==> src/rtl/fifo_rd_pkg.sv <==
// fifo_rd_pkg: shared constants and buffer-state encoding for the FIFO read controller.
package fifo_rd_pkg;

    localparam int DATA_W_DEF = 8;
    localparam int BUF_DEPTH  = 2;
    localparam int STAT_W     = 16;

    // Encoding doubles as the buffer occupancy count.
    typedef enum logic [1:0] {
        EMPTY = 2'd0,
        ONE   = 2'd1,
        TWO   = 2'd2
    } buf_state_e;

endpackage

==> src/rtl/fifo_rd_ctrl_skid.sv <==
// rd_skid_buf: two-entry output buffer with a registered head word.
module rd_skid_buf
    import fifo_rd_pkg::*;
#(
    parameter int DATA_W = DATA_W_DEF
) (
    input  logic              clk,
    input  logic              rst,
    input  logic              push,
    input  logic              pop,
    input  logic [DATA_W-1:0] din,
    output buf_state_e        state,
    output logic [DATA_W-1:0] head
);

    buf_state_e        state_q, state_d;
    logic [DATA_W-1:0] head_q, head_d, tail_q, tail_d;

    always_ff @(posedge clk or posedge rst) begin
        if (rst) begin
            state_q <= EMPTY;
            head_q  <= '0;
            tail_q  <= '0;
        end else begin
            state_q <= state_d;
            head_q  <= head_d;
            tail_q  <= tail_d;
        end
    end

    always_comb begin
        state_d = state_q;
        case (state_q)
            EMPTY:   state_d = push ? ONE : EMPTY;
            ONE:     state_d = (push && !pop) ? TWO : (pop && !push) ? EMPTY : ONE;
            TWO:     state_d = (pop && !push) ? ONE : TWO;
            default: state_d = EMPTY;
        endcase
    end

    // A word arriving while the head leaves goes straight to the head.
    always_comb begin
        head_d = head_q;
        tail_d = tail_q;
        if ((state_q == EMPTY && push) || (state_q == ONE && push && pop))
            head_d = din;
        if (state_q == TWO && pop)
            head_d = tail_q;
        if ((state_q == ONE && push && !pop) || (state_q == TWO && push && pop))
            tail_d = din;
        state = state_q;
        head  = head_q;
    end

endmodule

==> src/rtl/fifo_rd_ctrl.sv <==
// fifo_rd_ctrl: drives fifo_mem reads, hides its 1-cycle latency, outputs a valid/ready stream.
// Define FIFO_RD_STATS_EN to add the words_out and stall_cycles counters.
module fifo_rd_ctrl
    import fifo_rd_pkg::*;
#(
    parameter int DATA_W = DATA_W_DEF
) (
    input  logic              clk,
    input  logic              rst,
    input  logic              en,
    input  logic              fifo_empty,
    input  logic [DATA_W-1:0] fifo_data,
    output logic              fifo_rd,
    output logic              m_valid,
    input  logic              m_ready,
    output logic [DATA_W-1:0] m_data,
    output logic              busy
`ifdef FIFO_RD_STATS_EN
    ,
    output logic [STAT_W-1:0] words_out,
    output logic [STAT_W-1:0] stall_cycles
`endif
);

    logic       inflight_q, inflight_d, pop;
    logic [2:0] level;
    buf_state_e state;

    always_ff @(posedge clk or posedge rst) begin
        if (rst) inflight_q <= 1'b0;
        else     inflight_q <= inflight_d;
    end

    // Occupancy after this edge counts the word already in flight.
    always_comb begin
        m_valid    = state != EMPTY;
        pop        = m_valid & m_ready;
        level      = {1'b0, state} + {2'b0, inflight_q} - {2'b0, pop};
        fifo_rd    = ~rst & en & ~fifo_empty & (level < 3'(BUF_DEPTH));
        inflight_d = fifo_rd;
        busy       = inflight_q | m_valid;
    end

    rd_skid_buf #(.DATA_W(DATA_W)) u_buf (
        .clk   (clk),
        .rst   (rst),
        .push  (inflight_q),
        .pop   (pop),
        .din   (fifo_data),
        .state (state),
        .head  (m_data)
    );

`ifdef FIFO_RD_STATS_EN
    logic [STAT_W-1:0] words_q, words_d, stall_q, stall_d;

    always_ff @(posedge clk or posedge rst) begin
        if (rst) begin
            words_q <= '0;
            stall_q <= '0;
        end else begin
            words_q <= words_d;
            stall_q <= stall_d;
        end
    end

    always_comb begin
        words_d      = pop ? words_q + 1'b1 : words_q;
        stall_d      = (m_valid && !m_ready && stall_q != '1) ? stall_q + 1'b1 : stall_q;
        words_out    = words_q;
        stall_cycles = stall_q;
    end
`endif

endmodule

==> config.mk <==
export PLATFORM = sky130hd
export DESIGN_NAME = fifo_rd_ctrl
export DESIGN_NICKNAME = d
export VERILOG_FILES = /design/src/rtl/fifo_rd_pkg.sv /design/src/rtl/fifo_rd_ctrl_skid.sv /design/src/rtl/fifo_rd_ctrl.sv
export SDC_FILE = /design/constraint.sdc
export NUM_CORES = 1
export LEC_CHECK = 0
export ABC_AREA = 1
export CORE_MARGIN = 1
export CORE_UTILIZATION = 35
export CTS_CLUSTER_SIZE = 20
export DETAILED_ROUTE_END_ITERATION = 10
export GPL_TIMING_DRIVEN = 0
export PLACE_DENSITY = 0.66
export RECOVER_POWER = 50
export SLEW_MARGIN = 20
export SYNTH_ARGS = -nofsm -noshare
export SYNTH_HDL_FRONTEND = slang
export SYNTH_HIERARCHICAL = 1
export SYNTH_SLANG_ARGS = --single-unit
==> constraint.sdc <==
create_clock -name clk -period 3.2 [get_ports clk]
set_input_delay 0.48 -clock clk [delete_from_list [all_inputs] [get_ports clk]]
set_output_delay 0.48 -clock clk [all_outputs]
set_load 0.01 [all_outputs]
==> results of run 1 <==
[per-stage QoR]
step	total power, µW	setup TNS (ps)	setup WS [ps]	utilization
global route	1103	0	38.32	0.4839
floorplan	690.7	0	642.4	-
detailed placement	895.6	-269.8	-269.8	0.4768
finish	1020	0	209.2	0.4839
global placement	874.1	-226.0	-226.0	0.4768
CTS	1032	0	64.74	0.4923
[how the worst min path moves through the flow]
stage,startpoint,slack [ps],to,cells after the start
3_5_place_dp,u_buf/head[5],500,u_buf/head[5],2
5_1_grt,rst,480,inflight_q,2
4_1_cts,rst,350,inflight_q,2
2_1_floorplan,rst,210,inflight_q,1
3_3_place_gp,u_buf/head[7],490,u_buf/head[7],2
6_report,rst,490,inflight_q,2
[synth_stat cells, drive strengths merged]
library cell / n
fa: 1
o31ai: 1
or2: 1
inv: 11
ha: 3
buf: 5
nand3: 32
o21a: 1
nand2: 50
nor2: 3
dfrtp: 19
nand4: 10
[worst register-to-register path, stage by stage (launching register included)]
cell	delay [ps]
dfrtp_2	400
o21a_1	150
clkbuf_1	180
clkbuf_1	350
nand3_1	350
clkbuf_1	310
nand2_1	110
nand2_1	50
nand2_1	60
nand2_1	50
[power by group through the flow]
stage	Combinational, µW	Sequential (µW)	Clock [µW]
2_1_floorplan	264	426	0
3_3_place_gp	458	416	0
3_5_place_dp	474	421	0
4_1_cts	498	408	127
5_1_grt	549	414	140
6_report	496	401	123
[per-layer routing]
metal | share of wire | global-route usage | vias to the layer above
met4 | 0.0084 | 0.05923 | 0
met5 | 0 | 0 | -
met2 | 0.48 | 0.2757 | 26
met1 | 0.46 | 0.2144 | 484
li1 | - | - | 517
met3 | 0.049 | 0.03175 | 2
[area by class of cell]
type / count / area, µm²
clock buffer: 3 / 22.52
fill: 309 / 1460
sequential: 19 / 478.0
buffer: 5 / 25.02
multi-input combinational: 102 / 514.2
clock inverter: 1 / 5.005
timing repair buffer: 26 / 244.0
inverter: 11 / 41.29
tap: 31 / 38.79
[cell usage in the layout (no fill, tap or decap)]
| master | count |
|---|---|
| clkbuf_1 | 3 |
| buf_2 | 2 |
| dfrtp_2 | 2 |
| inv_1 | 9 |
| buf_4 | 3 |
| clkbuf_4 | 3 |
| nand2_1 | 47 |
| ha_1 | 3 |
| nand3_1 | 32 |
| clkbuf_2 | 1 |
| or2_2 | 1 |
| nand4_2 | 1 |
| o31ai_1 | 1 |
| fa_1 | 1 |
| nand2_2 | 3 |
| dfrtp_1 | 17 |
| nand4_1 | 9 |
| dlygate4sd3_1 | 1 |
| o21a_1 | 1 |
| nor2_1 | 3 |
| inv_2 | 2 |
| clkinv_2 | 1 |
| clkdlybuf4s50_1 | 21 |
[registers in the layout, indices dropped and copies added (netlist names)]
name          count
u_buf/head        8
u_buf/tail_q      8
u_buf/state       2
inflight_q        1
[cell families (layout without fill, tap and decap cells)]
kind of cell,after synthesis,after routing,share of synthesized area
compound gates,2,2,0.01391
fa+ha+maj,4,4,0.05331
buf+inv,16,46,0.07184
flops,19,19,0.4403
simple gates,96,96,0.4206
[timing repair]
item | in CTS | in global routing
hold endpoints to repair | 0 | 0
endpoints found under the setup margin | 1 | 1
buffers inserted | 2 | 1
gates resized for setup | 3 | 2
==> impl_results.md, run 1 <==
* Number of port buffers at 23
* Power share of the clock group at 0.121
* Power Density at 745.4 mW/mm²
* CTS tree: built
* Placed cell count at 191
* Global-route wire length before repair at 4367 µm
* Worst-path cell chain: clkdlybuf4s50_1 > o21a_1 > ha_1 > or2_2 > fa_1 > nand2_1 > inv_1 > nand2_1 > nor2_1 > clkbuf_2
* Area grow syn2layout at 26.77%
* Max Cap Violations at 0
* DR WL/cell at 12.57 µm
* Max IR drop VDD at 0.2521 mV
* Run status: finished with violations
* CTS HTree Levels at 1
* Critical Path Most Common Cell: nand2_1
* Pin slew with the least headroom to its limit at 726.7 ps
* Family of cells with the greatest summed delay on the critical path: adder cells
* Max-Slew Margin vs Limit at 0.5150
* Total number of vias at 1029
* Half-perimeter wire length of the detailed placement result at 1884 µm
* Die Height at 57.55 µm
* Terminus of the critical flop-to-flop path: u_buf/head[7]
* Area of the mapped netlist at between 0.001 and 0.0015 mm²
* Post-route design area at 0.001369 mm²
* Tightest Hold Check Type: in -> async
* Post-route antenna net violation count at 0
* Cell type contributing the most total cell area after synthesis: dfrtp_1
* Worst-case hold slack at 485.8 ps
* Arrival time at the worst endpoint at 2510 ps
* Count of buffer and inverter cells on the critical path at 3
* Fraction of post-synthesis cell area in the top cell type by area at 0.4403
* Vias in the first global route at 1014
* Endpoint class of the critical path: primary output
* Maximum fanout count along the critical path at 2
* First-pass DRT Iterations at 8
* Launch point of the worst path: m_ready
* Final global-route overflow total at 0
* Post-Synthesis Mean Instance Area at 7.882 µm²
* Buffer cell driving the clock tree root: clkbuf_4
* Flip-flop and latch count after synthesis at 19
* Cts-stage hold buffer count at 0
* Clock buffers created by TritonCTS at 3
* Reported net switching power at approximately 400 µW
* Final routed DRC violation total at 2
* Final Instance Count excl. Fillers at 198
* Sequential-to-total area share from yosys stat at 0.4403
* Wirelength, routed at 2489 µm
* Cell Rows at 19
* Portion of total power attributed to combinational logic at 0.486
* Capturing instance or port of the critical path: fifo_rd
* Syn Nets at 154
* Number of stages on the worst setup path at 10
* Internal power at just over 600 µW
* N_diodes at 0
* Cell types occupying the most area after synthesis: dfrtp_1, nand2_1, nand3_1
* Required time at the worst-slack endpoint at 2720 ps
* Fmax achieved at 334.4 MHz
* Weighted congestion reported at the end of routability-driven placement at 0.8475
* Number of DRC markers after the initial detailed-route iteration at 17
* Number of distinct standard cells referenced by the synthesized netlist at 18
* Source-to-sink clock delay at the later pin of the worst-skew pair at 300 ps
* Global routing usage summed across all routing layers at 0.1657
* Die Outline Area at between 0.003 and 0.004 mm²
* Register clock-pin slew on the reported worst setup and hold paths at ~110 ps
* Minimum clock period after layout at 2991 ps
* Sw frac at 0.3902
* Critical path's largest stage delay at between 400 and 500 ps
* Initial core utilization at 0.3817
* CP Launch Type: primary input
* Clock net sink count at 19
* Antenna violations before repair at 0
* Total placed instance area at 0.001349 mm²
* Worst reg2reg path startpoint: u_buf/state[0]
* Cell count of the worst reg-to-reg path at 9
* Largest buffer count on any clock path at 2
* RSZ-0062 raised after global routing: no
* Placeable core region at 0.002829 mm²
* Share of final-layout standard cells stronger than drive strength 1 at 0.1138
* Slowest CP cell: fa_1
* Largest net degree at the start of global routing at 19
* Leakage power at 0.0007129 µW
* Number of endpoints with negative hold slack in the final report at 0
* Die width at 57.55 µm
* Sequential share of power at 0.393
* Number of warning messages in the yosys log at 6
* Largest clock skew in the final design at 7.999 ps
* Crit Path Class: in -> out
* Setup slack of the most critical reg-to-reg path at roughly 1100 ps
* Final Setup Violations at 0
* Vias/cell at 5.197
* Violated checks: DRC
* Final cycle utilization of the critical path at 0.9346
* I/O pins at 24
* Slew Viols, Final at 0
* Total Nets Final at between 150 and 200
* Synth Instances at 137
No activity file was read; power rests on OpenSTA's default activity.
==> run 2, diff against run 1 <==
--- a/config.mk
+++ b/config.mk
@@ -13,6 +13,7 @@
 export GPL_TIMING_DRIVEN = 0
 export PLACE_DENSITY = 0.66
 export RECOVER_POWER = 50
+export REMOVE_ABC_BUFFERS = 1
 export SLEW_MARGIN = 20
 export SYNTH_ARGS = -nofsm -noshare
 export SYNTH_HDL_FRONTEND = slang
==> run 2 against run 1 <==
  * The run still ends with DRC left
  * Setup slack worse by 10 ps
  * Sequential share of layout area up 0.44 points
  * Sequential power up 3%
  * Cell count down 3.0%
  * Critical path depth unchanged
  * Cell area down 0.73%
  * Non-clock buffer count down 6
  * Sequential cell count unchanged
  * Die area unchanged
  * Routed wire length down 5.4%
  * Clock power about the same
  * Critical endpoint unchanged
  * Largest cell class unchanged
==> impl_results.md, run 2 (same netlist as run 1, synthesis figures left out) <==
* I/O pins at 24 (unchanged)
* Worst reg2reg path startpoint: u_buf/state[1]
* Global routing usage summed across all routing layers at 0.1592 (-0.006531)
* Capturing instance or port of the critical path: fifo_rd
* Weighted congestion reported at the end of routability-driven placement at 0.7810 (-7.8%)
* CP Launch Type: primary input
* Leakage power at 0.0006985 µW (-2.0%)
* DR WL/cell at 12.26 µm (-2.5%)
* Final routed DRC violation total at 2 (unchanged)
* Largest buffer count on any clock path at 2 (unchanged)
* Largest clock skew in the final design at 1.743 ps (-6.256 ps)
* Die Height at 57.55 µm (unchanged)
* Post-route design area at 0.001359 mm² (-0.73%)
* Pin slew with the least headroom to its limit at 695.5 ps (-31.27 ps)
* Critical Path Most Common Cell: nand2_1
* Number of DRC markers after the initial detailed-route iteration at 38 (+21)
* Number of stages on the worst setup path at 10 (unchanged)
* Max-Slew Margin vs Limit at 0.5358 (+0.02087)
* Die Outline Area at 0.003311 mm² (unchanged)
* Post-route antenna net violation count at 0 (unchanged)
* Vias/cell at 5.198 (about the same)
* Critical path's largest stage delay at 480 ps (about the same)
* Vias in the first global route at 928 (-8.5%)
* Violated checks: DRC
* Family of cells with the greatest summed delay on the critical path: adder cells
* Global-route wire length before repair at 4167 µm (-4.6%)
* CTS HTree Levels at 1 (unchanged)
* Cell Rows at 19 (unchanged)
* Final Setup Violations at 0 (unchanged)
* First-pass DRT Iterations at 7 (-1)
* Max Cap Violations at 0 (unchanged)
* Area grow syn2layout at 25.84%
* Die width at 57.55 µm (unchanged)
* Commonest cells after routing, fill and taps aside: nand2_1, nand3_1, clkdlybuf4s50_1, dfrtp_1
* Placeable core region at 0.002829 mm² (unchanged)
* Arrival time at the worst endpoint at 2520 ps (about the same)
* Buffer cell driving the clock tree root: clkbuf_4
* Worst-path cell chain: clkdlybuf4s50_1 > o21a_4 > ha_1 > or2_2 > fa_1 > nand2_1 > inv_1 > nand2_1 > nor2_1 > clkbuf_2
* Max IR drop VDD at 0.2453 mV (-2.7%)
* Total placed instance area at 0.001313 mm² (-2.7%)
* Setup slack of the most critical reg-to-reg path at 1060 ps (-40 ps)
* Total number of vias at 998 (-3.0%)
* Source-to-sink clock delay at the later pin of the worst-skew pair at 290 ps (about the same)
* Final Instance Count excl. Fillers at 192 (-3.0%)
* Most common library cell in the layout ignoring fill and taps: nand2_1
* Largest net degree at the start of global routing at 19 (unchanged)
* Maximum fanout count along the critical path at 2 (unchanged)
* Minimum clock period after layout at 3001 ps (+10.32 ps)
* Number of endpoints with negative hold slack in the final report at 0 (unchanged)
* Initial core utilization at 0.3817 (unchanged)
* Number of port buffers at 23 (unchanged)
* Fmax achieved at 333.2 MHz (-0.34%)
* Wirelength, routed at 2354 µm (-5.4%)
* CTS tree: built
* Total Nets Final at 179 (-3.2%)
* Launch point of the worst path: m_ready
* N_diodes at 0 (unchanged)
* Endpoint class of the critical path: primary output
* Half-perimeter wire length of the detailed placement result at 1703 µm (-9.6%)
* Slowest CP cell: fa_1
* Tightest Hold Check Type: in -> async
* Required time at the worst-slack endpoint at 2720 ps (about the same)
* Register clock-pin slew on the reported worst setup and hold paths at 110 ps (about the same)
* Clock net sink count at 19 (unchanged)
* Run status: finished with violations
* Terminus of the critical flop-to-flop path: inflight_q
* Post-layout power at 999.9 µW (-2.0%)
* Crit Path Class: in -> out
* Slew Viols, Final at 0 (unchanged)
* Final global-route overflow total at 0 (unchanged)
* Placed cell count at 186 (-2.6%)
* RSZ-0062 raised after global routing: no
* Count of buffer and inverter cells on the critical path at 3 (unchanged)
* Power Density at 735.9 mW/mm² (-1.3%)
* Cell count of the worst reg-to-reg path at 8 (-1)
* Antenna violations before repair at 0 (unchanged)
* Final cycle utilization of the critical path at 0.9378 (+0.003225)
* Fillers at 290 (-6.1%)
* Clock buffers created by TritonCTS at 3 (unchanged)
* Share of final-layout standard cells stronger than drive strength 1 at 0.1056 (-0.008182)
-- run 2: cell types whose count changed in the layout (fill, tap and decap cells not counted), moves of 2 or more --
cell and delta:
buf_2 -2, dlygate4sd3_1 +3, clkbuf_1 -2, clkdlybuf4s50_1 -3, buf_4 -2
-- run 2: stage by stage --
step	hold WS, ps	TNS [ps]	utilization	worst slack (ps)
global placement	490.4	-581.9	0.4640	-581.9
global route	473.3	0	0.4803	52.28
finish	496.5	0	0.4803	198.9
CTS	361.3	0	0.4830	58.93
floorplan	208.7	0	-	267.0
detailed placement	495.5	-616.2	0.4640	-616.2
-- run 2: worst min-delay path by stage --
stage | slack, ps | cells after the start | end | start
after detailed placement | 500 | 2 | u_buf/head[4] | u_buf/head[4]
after global placement | 490 | 2 | u_buf/head[7] | u_buf/head[7]
after CTS | 360 | 2 | inflight_q | rst
after floorplan | 210 | 1 | inflight_q | rst
after global routing | 470 | 2 | inflight_q | rst
final | 500 | 2 | inflight_q | rst
-- run 2: worst register-to-register path, delay by kind of cell, from the launching register on --
| family | cells | cell delay (ps) |
|---|---|---|
| adder cells (fa/ha/maj) | 2 | 760 |
| AND/OR/NAND/NOR | 4 | 530 |
| flip-flops | 1 | 490 |
| AO/OA/AOI/OAI | 1 | 220 |
| buffers and inverters | 1 | 50 |
-- run 2: layer usage --
metal | vias to the layer above | track usage | routed length, µm
met5 | - | 0 | 0
met4 | 0 | 0.05226 | 20
met3 | 2 | 0.02041 | 92
met2 | 27 | 0.2691 | 1177
met1 | 461 | 0.2103 | 1063
li1 | 508 | - | -
-- run 2: layout make-up --
type | instances | area (µm²) | share of cell area
Clock buffer | 3 | 22.52 | 0.01657
Clock inverter | 1 | 5.005 | 0.003683
Inverter | 11 | 41.29 | 0.03039
Multi-Input combinational cell | 102 | 534.3 | 0.3932
Sequential cell | 19 | 480.5 | 0.3536
Tap cell | 31 | 38.79 | 0.02855
Timing Repair Buffer | 25 | 236.5 | 0.1740
-- run 2: what timing repair did --
item	CTS	global route
endpoints found under the hold margin	0	0
hold buffers	0	0
gates resized for setup	6	2
buffers inserted	2	0
setup endpoints to repair	1	1
-- run 2: where the power goes --
part           leakage [µW]  switching [µW]  internal, µW  total [µW]
clock             0.0000177            75.8          46.5         122
sequential         0.000242            69.4           343         413
combinational      0.000439             249           216         465
==> run 3, diff against run 2 <==
--- a/config.mk
+++ b/config.mk
@@ -5,17 +5,15 @@
 export SDC_FILE = /design/constraint.sdc
 export NUM_CORES = 1
 export LEC_CHECK = 0
-export ABC_AREA = 1
 export CORE_MARGIN = 1
 export CORE_UTILIZATION = 35
 export CTS_CLUSTER_SIZE = 20
 export DETAILED_ROUTE_END_ITERATION = 10
 export GPL_TIMING_DRIVEN = 0
-export PLACE_DENSITY = 0.66
+export PLACE_DENSITY = 0.67
 export RECOVER_POWER = 50
 export REMOVE_ABC_BUFFERS = 1
 export SLEW_MARGIN = 20
 export SYNTH_ARGS = -nofsm -noshare
 export SYNTH_HDL_FRONTEND = slang
-export SYNTH_HIERARCHICAL = 1
 export SYNTH_SLANG_ARGS = --single-unit
==> constraint.sdc (replaced) <==
create_clock -name clk -period 3.2 [get_ports clk]
set_input_delay 0.64 -clock clk [delete_from_list [all_inputs] [get_ports clk]]
set_output_delay 0.64 -clock clk [all_outputs]
set_load 0.01 [all_outputs]
==> run 3 against run 2 <==
  * The run now ends clean
  * Clock power increased by 7%
  * Critical path depth decreased by 2
  * Cell area decreased by 8.8%
  * Register-to-register slack got worse by 80 ps
  * Die area decreased by 10%
  * Clock skew increased by 6.9 ps
  * Routed wire length decreased by 30%
  * Area after synthesis decreased by 11%
  * Sequential cell count unchanged
  * First-iteration DRC count decreased by 87%
  * Global-route usage decreased by 2.2 points
  * Largest cell class is now registers
  * Largest power group is now registers
==> impl_results.md, run 3 <==
* Area grow syn2layout at 28.57%
* Topmost layer with routed signal wires: met4
* Weighted congestion reported at the end of routability-driven placement at 0.7320 (-6.3%)
* Synth Instances at 70 (-49%)
* Max-Slew Margin vs Limit at 0.2333 (-0.3026)
* N_diodes at 0 (unchanged)
* CP Launch Type: primary input
* Power share of the clock group at 0.179 (+0.057)
* Cell type contributing the most total cell area after synthesis: dfrtp_1
* Crit Path Class: in -> out
* Initial core utilization at 0.3786 (-0.003125)
* Number of distinct standard cells referenced by the synthesized netlist at 23 (+5)
* Sw frac at 0.2773 (-0.1167)
* Die width at 54.47 µm (-5.4%)
* Commonest cells after routing, fill and taps aside: mux2_2, clkdlybuf4s50_1, dfrtp_1, nand2_1
* Die Outline Area at 0.002966 mm² (-10%)
* Largest clock skew in the final design at 8.631 ps (+6.887 ps)
* Setup bufs post-CTS at 0 (-2)
* Final Setup Violations at 0 (unchanged)
* Final cycle utilization of the critical path at 0.9532 (+0.01536)
* I/O pins at 24 (unchanged)
* Number of synthesized flops with an enable pin at 0 (unchanged)
* Sequential share of power at 0.493 (+0.080)
* Buffer cell driving the clock tree root: clkbuf_4
* RSZ-0062 raised after global routing: no
* Fraction of post-synthesis cell area in the top cell type by area at 0.4935 (+0.05318)
* Largest net degree at the start of global routing at 20 (+1)
* Worst setup slack after placement at -471.8 ps (+144.4 ps)
* Final routed DRC violation total at 0 (-2)
* Ys async rst share at 1.000 (unchanged)
* Number of DRC markers after the initial detailed-route iteration at 5 (-87%)
* Final Instance Count excl. Fillers at 125 (-35%)
* Placeable core region at 0.002545 mm² (-10%)
* Number of port buffers at 23 (unchanged)
* Most common library cell in the layout ignoring fill and taps: mux2_2
* Leakage power at 0.0005392 µW (-23%)
* Max Cap Violations at 0 (unchanged)
* Largest buffer count on any clock path at 2 (unchanged)
* Most used DFF post-synth: dfrtp_1
* Required time at the worst-slack endpoint at 2560 ps (-160 ps)
* Source-to-sink clock delay at the later pin of the worst-skew pair at 310 ps (+20 ps)
* Half-perimeter wire length of the detailed placement result at 1166 µm (-32%)
* First-pass DRT Iterations at 3 (-4)
* Top-count cell post-synth: mux2_2
* CTS HTree Levels at 1 (unchanged)
* Arrival time at the worst endpoint at 2410 ps (-110 ps)
* Area of the mapped netlist at 963.4 µm² (-11%)
* Max IR drop VDD at 0.3099 mV (+26%)
* Number of endpoints with negative hold slack in the final report at 0 (unchanged)
* Internal power at 523.5 µW (-14%)
* CTS tree: built
* Routed length on met1 at 806 µm (-24%)
* Portion of total power attributed to combinational logic at 0.328 (-0.137)
* Wirelength, routed at 1649 µm (-30%)
* Vias in the first global route at 622 (-33%)
* Die Height at 54.47 µm (-5.4%)
* Reported net switching power at 200.9 µW (-49%)
* Endpoint class of the critical path: primary output
* Total Nets Final at 110 (-39%)
* Sequential-to-total area share from yosys stat at 0.4935 (+0.05318)
* Cell Rows at 18 (-1)
* Cell types occupying the most area after synthesis: dfrtp_1, mux2_2, fa_1
* DR WL/cell at 13.19 µm (+7.6%)
* Placed cell count at 121 (-35%)
* Slew Viols, Final at 0 (unchanged)
* Number of warning messages in the yosys log at 0 (-6)
* Share of final-layout standard cells stronger than drive strength 1 at 0.3684 (+0.2628)
* Post-Synthesis Mean Instance Area at 13.76 µm² (+75%)
* Worst-case hold slack at 518.0 ps (+21.44 ps)
* Clock buffers created by TritonCTS at 3 (unchanged)
* Fmax achieved at 327.8 MHz (-1.6%)
* Power Density at 584.8 mW/mm² (-21%)
* Tightest Hold Check Type: reg -> reg
* Register clock-pin slew on the reported worst setup and hold paths at 120 ps (about the same)
* Min setup slack post-route at 149.7 ps (-49.15 ps)
* Global routing usage summed across all routing layers at 0.1373 (-0.02185)
* Minimum clock period after layout at 3050 ps (+49.15 ps)
* Top cell types by occurrence after synthesis: mux2_2, dfrtp_1, nand2_1
* Global-route wire length before repair at 2753 µm (-34%)
* Antenna violations before repair at 0 (unchanged)
* Maximum fanout count along the critical path at 6 (+4)
* Flip-flop and latch count after synthesis at 19 (unchanged)
* Final global-route overflow total at 0 (unchanged)
* Met2 WL at 742 µm (-37%)
* Clock net sink count at 19 (unchanged)
* Post-route antenna net violation count at 0 (unchanged)
* Run status: complete, no violations
* Total length of routed met3 wires at 81 µm (-12%)
* Pin slew with the least headroom to its limit at 1138 ps (+442.6 ps)
* Total number of vias at 613 (-39%)
* Vias/cell at 4.904 (-5.7%)
==> run 3: changes by cell type after synthesis, sizes merged, moves of 2 or more <==
cell   before  now
buf         5    2
ha          3    0
inv        11    4
mux2        0   25
nand2      50    4
nand3      32    0
nand4      10    0
nor2        3    0
o21ai       0    2
o22ai       0    2
==> run 3: kinds of logic (layout without fill, tap and decap cells) <==
group | Yosys count | after routing | share of synthesized area
buffers and inverters | 6 | 31 | 0.03766
multiplexers | 26 | 26 | 0.3026
XOR/XNOR | 1 | 1 | 0.009093
adder cells (fa/ha/maj) | 1 | 1 | 0.02078
AND/OR/NAND/NOR | 11 | 11 | 0.07924
AO/OA/AOI/OAI | 6 | 6 | 0.05715
flip-flops | 19 | 19 | 0.4935
==> run 3: per-layer routing <==
metal	track usage	vias to the layer above
li1	-	298
met1	0.1596	293
met2	0.2337	18
met3	0.04444	4
met4	0.05128	0
met5	0	-
==> run 3: area by class of cell <==
type	count	area [µm²]
clock buffer	3	22.52
clock inverter	1	7.507
tap	30	37.54
multi-input combinational	45	446.7
fill	240	1306
sequential	19	475.5
inverter	4	20.02
timing repair buffer	23	229.0
==> run 3: repair_timing <==
item                       CTS  global route
setup endpoints to repair    1             1
gates cloned                 0             0
hold buffers                 0             0
gates resized for setup      2             2
==> run 3: path summary, 6_finish.rpt <==
check                                 from              end  slack (ps)  depth (start not counted)
max                                m_ready          fifo_rd         150                          8
min                        u_buf.tail_q[0]  u_buf.tail_q[0]         520                          1
max reg2reg                 u_buf.state[1]  u_buf.tail_q[5]         980                          4
min reg2reg                u_buf.tail_q[0]  u_buf.tail_q[0]         520                          1
max in group asynchronous              rst   u_buf.state[1]        1800                          2
min in group asynchronous              rst    u_buf.head[2]         930                          2
==> run 3: power by group through the flow <==
stage | Clock, µW | Combinational [µW] | Sequential (µW)
2_1_floorplan | 0 | 106 | 374
3_3_place_gp | 0 | 238 | 360
3_5_place_dp | 0 | 242 | 364
4_1_cts | 139 | 242 | 359
5_1_grt | 146 | 259 | 369
6_report | 130 | 238 | 357
==> run 3: worst max-delay path: stages <==
cell,delay (ps)
dlygate4sd2_1,310
or2b_1,270
nand2_1,80
nand2_1,70
fa_1,480
nand2_1,60
nor4_2,230
clkdlybuf4s15_1,270
==> run 3: metrics by stage <==
| stage | utilization | cell area, µm² | setup TNS (ps) | power, µW |
|---|---|---|---|---|
| floorplan | - | 947.2 | 0 | 479.6 |
| global placement | 0.4774 | 1215 | -466.4 | 597.4 |
| detailed placement | 0.4774 | 1215 | -471.8 | 605.7 |
| CTS | 0.4882 | 1242 | 0 | 739.5 |
| global route | 0.4867 | 1239 | 0 | 773.0 |
| finish | 0.4867 | 1239 | 0 | 724.4 |
